<file path="src/rtl/branch_resolve_if.sv">
// ---------------------------------------------------------------------------
// branch_resolve_if
//   Bundles the fetch-side push channel, the EX resolve channel and the
//   predictor update / redirect outputs of branch_resolve.
//
//   Handshake: a push transfers on a rising clk edge where push_valid=1 and
//   push_ready=1; a push with push_ready=0 is dropped, not held. res_valid
//   has no ready: it always refers to the oldest outstanding branch and is
//   consumed on the edge it is sampled. record_we and redirect are
//   single-cycle pulses.
//
//   Modports:
//     master : fetch/EX side (drives push_* and res_*)
//     slave  : branch_resolve (drives push_ready, record_*, redirect*)
//   dbg_state exposes the resolver FSM (0 = NORMAL, 1 = FLUSH).
// ---------------------------------------------------------------------------
interface branch_resolve_if #(
    parameter int PC_W = 32
);
    logic            push_valid;
    logic [PC_W-1:0] push_pc;
    logic            push_taken;
    logic [PC_W-1:0] push_target;
    logic            push_ready;

    logic            res_valid;
    logic            res_taken;
    logic [PC_W-1:0] res_target;

    logic            record_we;
    logic [4:0]      record_pc;
    logic            record_data;
    logic            redirect;
    logic [PC_W-1:0] redirect_pc;
    logic            dbg_state;

    modport master (
        output push_valid, push_pc, push_taken, push_target,
        output res_valid, res_taken, res_target,
        input  push_ready, record_we, record_pc, record_data,
        input  redirect, redirect_pc, dbg_state
    );

    modport slave (
        input  push_valid, push_pc, push_taken, push_target,
        input  res_valid, res_taken, res_target,
        output push_ready, record_we, record_pc, record_data,
        output redirect, redirect_pc, dbg_state
    );
endinterface

</file>
<file path="src/rtl/branch_resolve.sv">
// ---------------------------------------------------------------------------
// branch_resolve
//   Keeps an in-order queue of predictions issued at fetch. When EX resolves
//   the oldest branch, the actual outcome is compared with the prediction,
//   the predictor update port is driven and, on a mispredict, fetch is
//   redirected and all younger (wrong-path) entries are flushed.
//
//   Ports:
//     clk, rstn         clock, synchronous active-low reset
//     bus (slave)       push channel, resolve channel, record/redirect outputs
//     branch_cnt        resolved branches, saturating at 16'hFFFF
//     mispred_cnt       mispredictions, saturating at 16'hFFFF
//     err               sticky: resolve seen while queue empty
// ---------------------------------------------------------------------------
module branch_resolve #(
    parameter int DEPTH = 4,
    parameter int PC_W  = 32
) (
    input  logic              clk,
    input  logic              rstn,
    branch_resolve_if.slave   bus,
    output logic [15:0]       branch_cnt,
    output logic [15:0]       mispred_cnt,
    output logic              err
);
    localparam int             PTR_W    = $clog2(DEPTH);
    localparam logic [PTR_W:0] FULL_CNT = (PTR_W+1)'(DEPTH);

    typedef enum logic {
        ST_NORMAL = 1'b0,
        ST_FLUSH  = 1'b1
    } state_t;

    // Queue storage
    logic [PC_W-1:0]  r_pc_q     [DEPTH];
    logic             r_taken_q  [DEPTH];
    logic [PC_W-1:0]  r_target_q [DEPTH];

    state_t           r_state;
    logic [PTR_W-1:0] r_wr_ptr;
    logic [PTR_W-1:0] r_rd_ptr;
    logic [PTR_W:0]   r_count;

    logic             r_record_we;
    logic [4:0]       r_record_pc;
    logic             r_record_data;
    logic             r_redirect;
    logic [PC_W-1:0]  r_redirect_pc;
    logic [15:0]      r_branch_cnt;
    logic [15:0]      r_mispred_cnt;
    logic             r_err;

    logic [PC_W-1:0]  w_head_pc;
    logic             w_head_taken;
    logic [PC_W-1:0]  w_head_target;
    logic             w_push_ready;
    logic             w_do_res;
    logic             w_mispred;
    logic             w_do_push;
    logic             w_res_empty;

    assign w_head_pc     = r_pc_q[r_rd_ptr];
    assign w_head_taken  = r_taken_q[r_rd_ptr];
    assign w_head_target = r_target_q[r_rd_ptr];

    // Readiness uses the pre-edge count only: a full queue refuses a push
    // even when a same-cycle resolve is freeing a slot.
    assign w_push_ready = (r_count != FULL_CNT) && (r_state == ST_NORMAL);
    assign w_do_res     = bus.res_valid && (r_state == ST_NORMAL) && (r_count != '0);
    assign w_res_empty  = bus.res_valid && (r_state == ST_NORMAL) && (r_count == '0);

    // Target only matters when the branch is actually taken.
    assign w_mispred = w_do_res &&
                       ((bus.res_taken != w_head_taken) ||
                        (bus.res_taken && (bus.res_target != w_head_target)));

    // A push arriving with a mispredict is on the wrong path: discard it.
    assign w_do_push = bus.push_valid && w_push_ready && !w_mispred;

    always_ff @(posedge clk) begin
        if (rstn && w_do_push) begin
            r_pc_q[r_wr_ptr]     <= bus.push_pc;
            r_taken_q[r_wr_ptr]  <= bus.push_taken;
            r_target_q[r_wr_ptr] <= bus.push_target;
        end
    end

    always_ff @(posedge clk) begin
        if (!rstn) begin
            r_state       <= ST_NORMAL;
            r_wr_ptr      <= '0;
            r_rd_ptr      <= '0;
            r_count       <= '0;
            r_record_we   <= 1'b0;
            r_record_pc   <= '0;
            r_record_data <= 1'b0;
            r_redirect    <= 1'b0;
            r_redirect_pc <= '0;
            r_branch_cnt  <= '0;
            r_mispred_cnt <= '0;
            r_err         <= 1'b0;
        end else begin
            r_record_we <= w_do_res;
            r_redirect  <= w_mispred;

            if (w_do_res) begin
                r_record_pc   <= w_head_pc[6:2];
                r_record_data <= bus.res_taken;
                if (r_branch_cnt != 16'hFFFF) begin
                    r_branch_cnt <= r_branch_cnt + 16'd1;
                end
            end

            if (w_mispred) begin
                r_redirect_pc <= bus.res_taken ? bus.res_target
                                               : w_head_pc + PC_W'(4);
                if (r_mispred_cnt != 16'hFFFF) begin
                    r_mispred_cnt <= r_mispred_cnt + 16'd1;
                end
            end

            if (w_res_empty) begin
                r_err <= 1'b1;
            end

            case (r_state)
                ST_NORMAL: begin
                    if (w_mispred) begin
                        // Drop every entry younger than the mispredicted one.
                        r_state  <= ST_FLUSH;
                        r_rd_ptr <= r_wr_ptr;
                        r_count  <= '0;
                    end else begin
                        if (w_do_push) begin
                            r_wr_ptr <= r_wr_ptr + PTR_W'(1);
                        end
                        if (w_do_res) begin
                            r_rd_ptr <= r_rd_ptr + PTR_W'(1);
                        end
                        if (w_do_push && !w_do_res) begin
                            r_count <= r_count + (PTR_W+1)'(1);
                        end else if (!w_do_push && w_do_res) begin
                            r_count <= r_count - (PTR_W+1)'(1);
                        end
                    end
                end
                ST_FLUSH: begin
                    r_state <= ST_NORMAL;
                end
                default: begin
                    r_state <= ST_NORMAL;
                end
            endcase
        end
    end

    assign bus.push_ready  = w_push_ready;
    assign bus.record_we   = r_record_we;
    assign bus.record_pc   = r_record_pc;
    assign bus.record_data = r_record_data;
    assign bus.redirect    = r_redirect;
    assign bus.redirect_pc = r_redirect_pc;
    assign bus.dbg_state   = r_state;

    assign branch_cnt  = r_branch_cnt;
    assign mispred_cnt = r_mispred_cnt;
    assign err         = r_err;
endmodule

</file>
<file path="src/flat_wrapper.sv">
// flat-port wrapper written by rule: the top's interface ports become plain ports
module branch_resolve_flat 
#(
    parameter int DEPTH = 4,
    parameter int PC_W  = 32
)
  (clk, rstn, branch_cnt, mispred_cnt, err, bus_push_valid, bus_push_pc, bus_push_taken, bus_push_target, bus_res_valid, bus_res_taken, bus_res_target, bus_push_ready, bus_record_we, bus_record_pc, bus_record_data, bus_redirect, bus_redirect_pc, bus_dbg_state);
  branch_resolve_if #(.PC_W(PC_W)) bus_i ();
  input  logic clk;
  input  logic rstn;
  output logic [15:0] branch_cnt;
  output logic [15:0] mispred_cnt;
  output logic err;
  input wire logic [$bits(bus_i.push_valid)-1:0] bus_push_valid;
  input wire logic [$bits(bus_i.push_pc)-1:0] bus_push_pc;
  input wire logic [$bits(bus_i.push_taken)-1:0] bus_push_taken;
  input wire logic [$bits(bus_i.push_target)-1:0] bus_push_target;
  input wire logic [$bits(bus_i.res_valid)-1:0] bus_res_valid;
  input wire logic [$bits(bus_i.res_taken)-1:0] bus_res_taken;
  input wire logic [$bits(bus_i.res_target)-1:0] bus_res_target;
  output wire logic [$bits(bus_i.push_ready)-1:0] bus_push_ready;
  output wire logic [$bits(bus_i.record_we)-1:0] bus_record_we;
  output wire logic [$bits(bus_i.record_pc)-1:0] bus_record_pc;
  output wire logic [$bits(bus_i.record_data)-1:0] bus_record_data;
  output wire logic [$bits(bus_i.redirect)-1:0] bus_redirect;
  output wire logic [$bits(bus_i.redirect_pc)-1:0] bus_redirect_pc;
  output wire logic [$bits(bus_i.dbg_state)-1:0] bus_dbg_state;
  assign bus_i.push_valid = bus_push_valid;
  assign bus_i.push_pc = bus_push_pc;
  assign bus_i.push_taken = bus_push_taken;
  assign bus_i.push_target = bus_push_target;
  assign bus_i.res_valid = bus_res_valid;
  assign bus_i.res_taken = bus_res_taken;
  assign bus_i.res_target = bus_res_target;
  assign bus_push_ready = bus_i.push_ready;
  assign bus_record_we = bus_i.record_we;
  assign bus_record_pc = bus_i.record_pc;
  assign bus_record_data = bus_i.record_data;
  assign bus_redirect = bus_i.redirect;
  assign bus_redirect_pc = bus_i.redirect_pc;
  assign bus_dbg_state = bus_i.dbg_state;
  branch_resolve #(.DEPTH(DEPTH), .PC_W(PC_W)) u_core (.clk(clk), .rstn(rstn), .bus(bus_i), .branch_cnt(branch_cnt), .mispred_cnt(mispred_cnt), .err(err));
endmodule
</file>
<file path="config.mk">
export PLATFORM = sky130hd
export DESIGN_NAME = branch_resolve_flat
export DESIGN_NICKNAME = d
export VERILOG_FILES = /design/src/rtl/branch_resolve_if.sv /design/src/rtl/branch_resolve.sv /design/src/flat_wrapper.sv
export SDC_FILE = /design/constraint.sdc
export NUM_CORES = 1
export LEC_CHECK = 0
export CAP_MARGIN = 20
export CORE_UTILIZATION = 35
export CTS_BUF_LIST = sky130_fd_sc_hd__clkbuf_8
export CTS_CLUSTER_SIZE = 8
export DETAILED_ROUTE_END_ITERATION = 10
export PLACE_DENSITY = 0.53
export RECOVER_POWER = 50
export SLEW_MARGIN = 20
export SYNTH_ARGS = -nofsm -noshare
export SYNTH_HDL_FRONTEND = slang
export SYNTH_SLANG_ARGS = --single-unit
</file>
<file path="constraint.sdc">
create_clock -name clk -period 5.17 [get_ports clk]
set_input_delay 0.517 -clock clk [delete_from_list [all_inputs] [get_ports clk]]
set_output_delay 0.517 -clock clk [all_outputs]
set_load 0.02 [all_outputs]
</file>
* Word-level counts from Yosys, hierarchy flattened
Memories as Yosys holds them, arrays and structs flattened. A register that Yosys moved wholly into a read port is not among the register bits.
Index checks and enable logic that the tools add are counted.
** Storage, ports and cells
- Bits of input ports :: 102
- Register bits :: 81
- Memory bits (writable) :: 260
- Output and inout bits :: 75
- Memories kept :: 3
** Memories
- u_core.r_pc_q :: depth 4, bits a word 32, rd ports 1, clocked after Yosys merged registers in 1, wr ports 1, RTL line branch_resolve.sv:35 : logic [PC_W-1:0] r_pc_q [DEPTH];
- u_core.r_target_q :: depth 4, bits a word 32, rd ports 1, clocked after Yosys merged registers in 1, wr ports 1, RTL line branch_resolve.sv:37 : logic [PC_W-1:0] r_target_q [DEPTH];
- u_core.r_taken_q :: depth 4, bits a word 1, rd ports 1, clocked after Yosys merged registers in 1, wr ports 1, RTL line branch_resolve.sv:36 : logic r_taken_q [DEPTH];
** Operators by class
- Mux-type cells :: 16
- Bitwise logic cells :: 2
- Equality and inequality tests :: 5
- Reduce and logical (&&, ||, !) cells :: 24
- Add/sub/neg operators :: 7
** Operators by type and width (count)
- adder 16 x 1 -> 16 bit, second input constant :: 2
- adder 32 x 3 -> 32 bit, second input constant :: 1
- two-way mux 32 bit :: 1
- inequality test 16 bit, second input constant :: 2
- inequality test 32 bit :: 1
- two-way mux 2 bit :: 8
- logical AND 1 bit :: 11
- two-way mux 3 bit :: 3
- AND reduction 2 bit :: 4
- nonzero test 3 bit :: 2
- adder 2 x 1 -> 2 bit, second input constant :: 2
- adder 3 x 1 -> 3 bit, second input constant :: 1
- zero test 1 bit :: 3
- zero test 3 bit :: 1
- two-way mux 1 bit :: 3
- inequality test 3 bit, second input constant :: 1
- AND reduction 3 bit :: 1
- subtractor 3 x 1 -> 3 bit, second input constant :: 1
- inverter 1 bit :: 2
- one-hot mux 1 bit (2 select lines) :: 1
- nonzero test 2 bit :: 1
- logical OR 1 bit :: 1
- inequality test 1 bit :: 1

* Depth between registers and ports, before layout
- Depth after elaboration :: 11
- Mapped depth :: 18
- Depth with buffers taken out :: 13

* Least setup slack after synthesis
No wires, ideal clock.
- Path kind :: reg2reg
- Start :: register (tool-made name)
- End :: memory u_core.r_pc_q[0][0], enable pin
- Arrival :: 3975 ps
- Data required time :: 4740 ps
- Period minus slack after synthesis :: 4406 ps
- Setup slack :: 764 ps
- Cell stages (with the launch flop) :: 12
- Setup time :: 430 ps
- Path through :: dfxtp_1 buf_4 buf_12 buf_4 mux4_2 xor2_1 nor4_1 nand4_1 o21ai_2 and3_1 buf_2 and3_1
** RTL lines (RTL line)
- end, declared :: branch_resolve.sv:35

==> summary.json <==
{
  "post-route-min-period_ns": 4.13,
  "pin_count": 177,
  "drt-pass1-iter-count": 7,
  "cts.path.max_buffers": 3,
  "post-layout-total-power_w": 0.00701,
  "routedWlPerCell_um": 20.3,
  "async_reset_ff_share_pct": 0,
  "ffs_latches_synth": 343,
  "post-place-ws_ns": 0.949,
  "initial_utilization_pct": 35.7,
  "crit_path_start_kind": "register",
  "synth_cell_types": 53,
  "power.switching_fraction_pct": 29.0,
  "syn_inst": 962,
  "floorplan_core_area_um2": 39900,
  "fp-row-count": 73,
  "global_route.usage.total_pct": 17.3,
  "yosys_most_used_dff": "edfxtp_1",
  "setup_viol_count_final": 0,
  "drt.antenna.violating_nets": 0,
  "final_layout_size_suffix_gt1_share_pct": 13.4,
  "power.density_nw_per_um2": 397,
  "timing.final.ws_setup_ns": 1.04,
  "tns_ns": 0,
  "cts_tree": "yes",
  "slew_viol_final": 85,
  "synth-warning-count": 0,
  "synth_top_area_share_pct": 54.8,
  "cts_hold_repair.buffers": 0,
  "synth_compound_area_share_pct": 4.75,
  "power.share.sequential_pct": 48.4,
  "critical_path_peak_fanout": 39,
  "slew_headroom_pct": -19.9,
  "die_area_um2": 41600,
  "mappedNetlistArea_um2": 14300,
  "post_synth_most_frequent_cells": "edfxtp_1 (260), dfxtp_1 (83), nand2_1 (65), mux4_2 (54), nor2_1 (53)",
  "synth_fp_nets": 1073,
  "power.leakage_nw": 6.06,
  "port-buffer-count": 176,
  "pwr-share-clk_pct": 31.3,
  "clk-insertion-delay-late_ns": 0.62,
  "crit_arrival_ns": 4.43,
  "detailedRoute.firstIterationViolations": 498,
  "highest_achievable_clock_rate_mhz": 242,
  "final_net_count": 1277,
  "multi_input_comb_area_um2": 4460,
  "grt.overflow.total": 0,
  "area_fraction_in_and_or_nand_and_nor_cells_after_synthesis_pct": 8.85,
  "intPower_w": 0.00498,
  "final-seq-area_um2": 9480,
  "clk_pin_slew_ns": 0.06,
  "cts-htree-levels": 2,
  "synthDominantAreaCellType": "edfxtp_1",
  "cts_resized": 0,
  "post_cts.repair.setup_buffers": 0,
  "synth-edff-count": 260,
  "main_combinational_cell_family_by_area_after_synthesis": "multiplexers",
  "cts-buffers-inserted": 57,
  "post_synth_main_area_contributors": "edfxtp_1 (55%), dfxtp_1 (12%), mux4_2 (8.5%), mux2i_1 (3.3%), xnor2_1 (2.3%)",
  "synth.mux.area_fraction_pct": 12.1,
  "fillerInstances": 3611,
  "power_frac_comb_pct": 20.4,
  "power.net_switching_w": 0.00203,
  "cts.sinks": 343,
  "flow.area_growth_from_synthesis_pct": 23.9,
  "endpoint_required_time_on_the_critical_path_ns": 5.47,
  "timing.setup.critical_path_class": "register to register",
  "class_of_the_worst_hold_path": "register to register",
  "worst_ir_drop_vdd_mv": 0.222,
  "rsz0062_at_grt": "no",
  "worstSetupEndpointType": "register",
  "via_count_of_the_first_global_routing_pass": 8656,
  "place_congestion": 0.755,
  "viasPerCell": 4.97,
  "die_h_um": 204,
  "remaining_drc_errors": 0,
  "cts_root_buffer": "clkbuf_8",
  "final_hold_viol_count": 0,
  "max-cap-violations": 2,
  "violations": "max-capacitance violations, max-slew violations",
  "drt_wl_total_um": 35400,
  "antenna_violations_before_repair": 0,
  "setup_clock_skew_after_layout_ns": 0.0162,
  "vias": 8640,
  "final_min_period_over_clock_period_pct": 79.8,
  "outcome": "complete, but fails checks",
  "hpwlAfterDp_um": 24200,
  "post-synth-top-count-cell": "edfxtp_1",
  "synth_seq_area_share_pct": 66.4,
  "synth_adder_area_share_pct": 0.842,
  "xor_xnor_portion_of_the_synthesized_cell_area_pct": 4.61,
  "dieWidth_um": 204,
  "grt_pass1_wl_um": 53500,
  "grt_start_max_net_pins": 81,
  "worst_slew_pin_slew_ns": 1.80,
  "average_cell_area_after_synthesis_um2": 14.8
}
## final timing paths
check                     startpoint                      end  slack (ns)  cells past startpoint
max reg2reg                 register     u_core.r_pc_q[1][28]        1.04                      9
min          u_core.bus.record_pc[4]  u_core.bus.record_pc[4]        0.46                      2
max                         register     u_core.r_pc_q[1][28]        1.04                      9
min reg2reg  u_core.bus.record_pc[4]  u_core.bus.record_pc[4]        0.46                      2
## stage by stage
stage | hold slack, ns | std cells | area [um2] | util [%]
final | 0.459 | 1740 | 17700 | 44.3
after global routing | 0.488 | 1739 | 17700 | 44.3
after CTS | 0.406 | 1739 | 17700 | 44.3
after detailed placement | 0.455 | 1632 | 16600 | 41.6
after global placement | 0.446 | 1632 | 16600 | 41.6
after floorplan | 0.467 | 962 | 14300 | -
## sequential cells by signal, summed over array words and instances, names as in the netlist, named ones only
signal and cells:
u_core.branch_cnt 16, u_core.bus.dbg_state 1, u_core.bus.record_data 1, u_core.bus.record_pc 5, u_core.bus.record_we 1, u_core.bus.redirect 1
u_core.bus.redirect_pc 32, u_core.err 1, u_core.mispred_cnt 16, u_core.r_count 3, u_core.r_pc_q 128, u_core.r_rd_ptr 2
u_core.r_taken_q 4, u_core.r_target_q 128, u_core.r_wr_ptr 2
## final cells by class
class	instances	share of cell area, %
tap	525	3.72
multi-input combinational	553	25.2
timing repair buffer	195	11.1
clock inverter	48	1.32
inverter	16	0.340
antenna	1	0.0142
sequential	343	53.6
clock buffer	59	4.60
## cell usage in the layout (no fill, tap or decap), types with 4 or more instances in the layout
cell type,instances
o21a_1,4
mux4_2,54
a31o_2,4
mux2i_1,47
clkbuf_8,59
nand4_1,16
or2_2,4
dfxtp_1,81
nand2_1,65
buf_12,6
nor3_1,14
buf_4,13
a21oi_1,20
nand3_1,42
o21ai_0,40
edfxtp_1,260
clkdlybuf4s50_1,44
and4_1,5
xnor2_1,38
mux2_2,4
o31ai_1,12
dlygate4sd3_1,130
and3_1,11
xor2_1,37
ha_1,8
or3_1,10
a211oi_1,4
clkinv_1,14
and2_1,5
inv_1,40
nor2_1,53
nand2b_1,8
and3_2,4
nor4_1,10
## cells by family (layout without fill, tap and decap cells)
family | Yosys count | count (layout)
flip-flops | 343 | 343
AND/OR/NAND/NOR | 256 | 256
AO/OA/AOI/OAI | 108 | 108
multiplexers | 105 | 105
XOR/XNOR | 75 | 75
buffers and inverters | 66 | 318
adder cells (fa/ha/maj) | 9 | 9
other | 0 | 1
## power by group through the flow
stage / registers, W / clock network, W / logic [W]
after floorplan: 0.00346 / 0 / 0.000904
after global placement: 0.00345 / 0 / 0.00148
after detailed placement: 0.00346 / 0 / 0.00148
after CTS: 0.00340 / 0.00227 / 0.00149
after global routing: 0.00342 / 0.00239 / 0.00156
final: 0.00339 / 0.00219 / 0.00143
## worst max-delay path: stages, from the launching register on
cell,delay [ns]
dfxtp_4,0.84
mux4_2,0.60
xnor2_1,0.20
nand4_1,0.17
nor4_1,0.34
nand4_1,0.21
o21ai_4,0.18
and3_1,0.31
and3_2,0.63
buf_12,0.29
## per-layer routing
layer	wire length [um]	vias up	track usage, %
li1	-	4097	-
met1	15700	4255	23.3
met2	17300	236	28.3
met3	1630	52	2.98
met4	726	0	5.69
met5	0	-	0
Note: power is estimated with default switching activity, not from simulation.
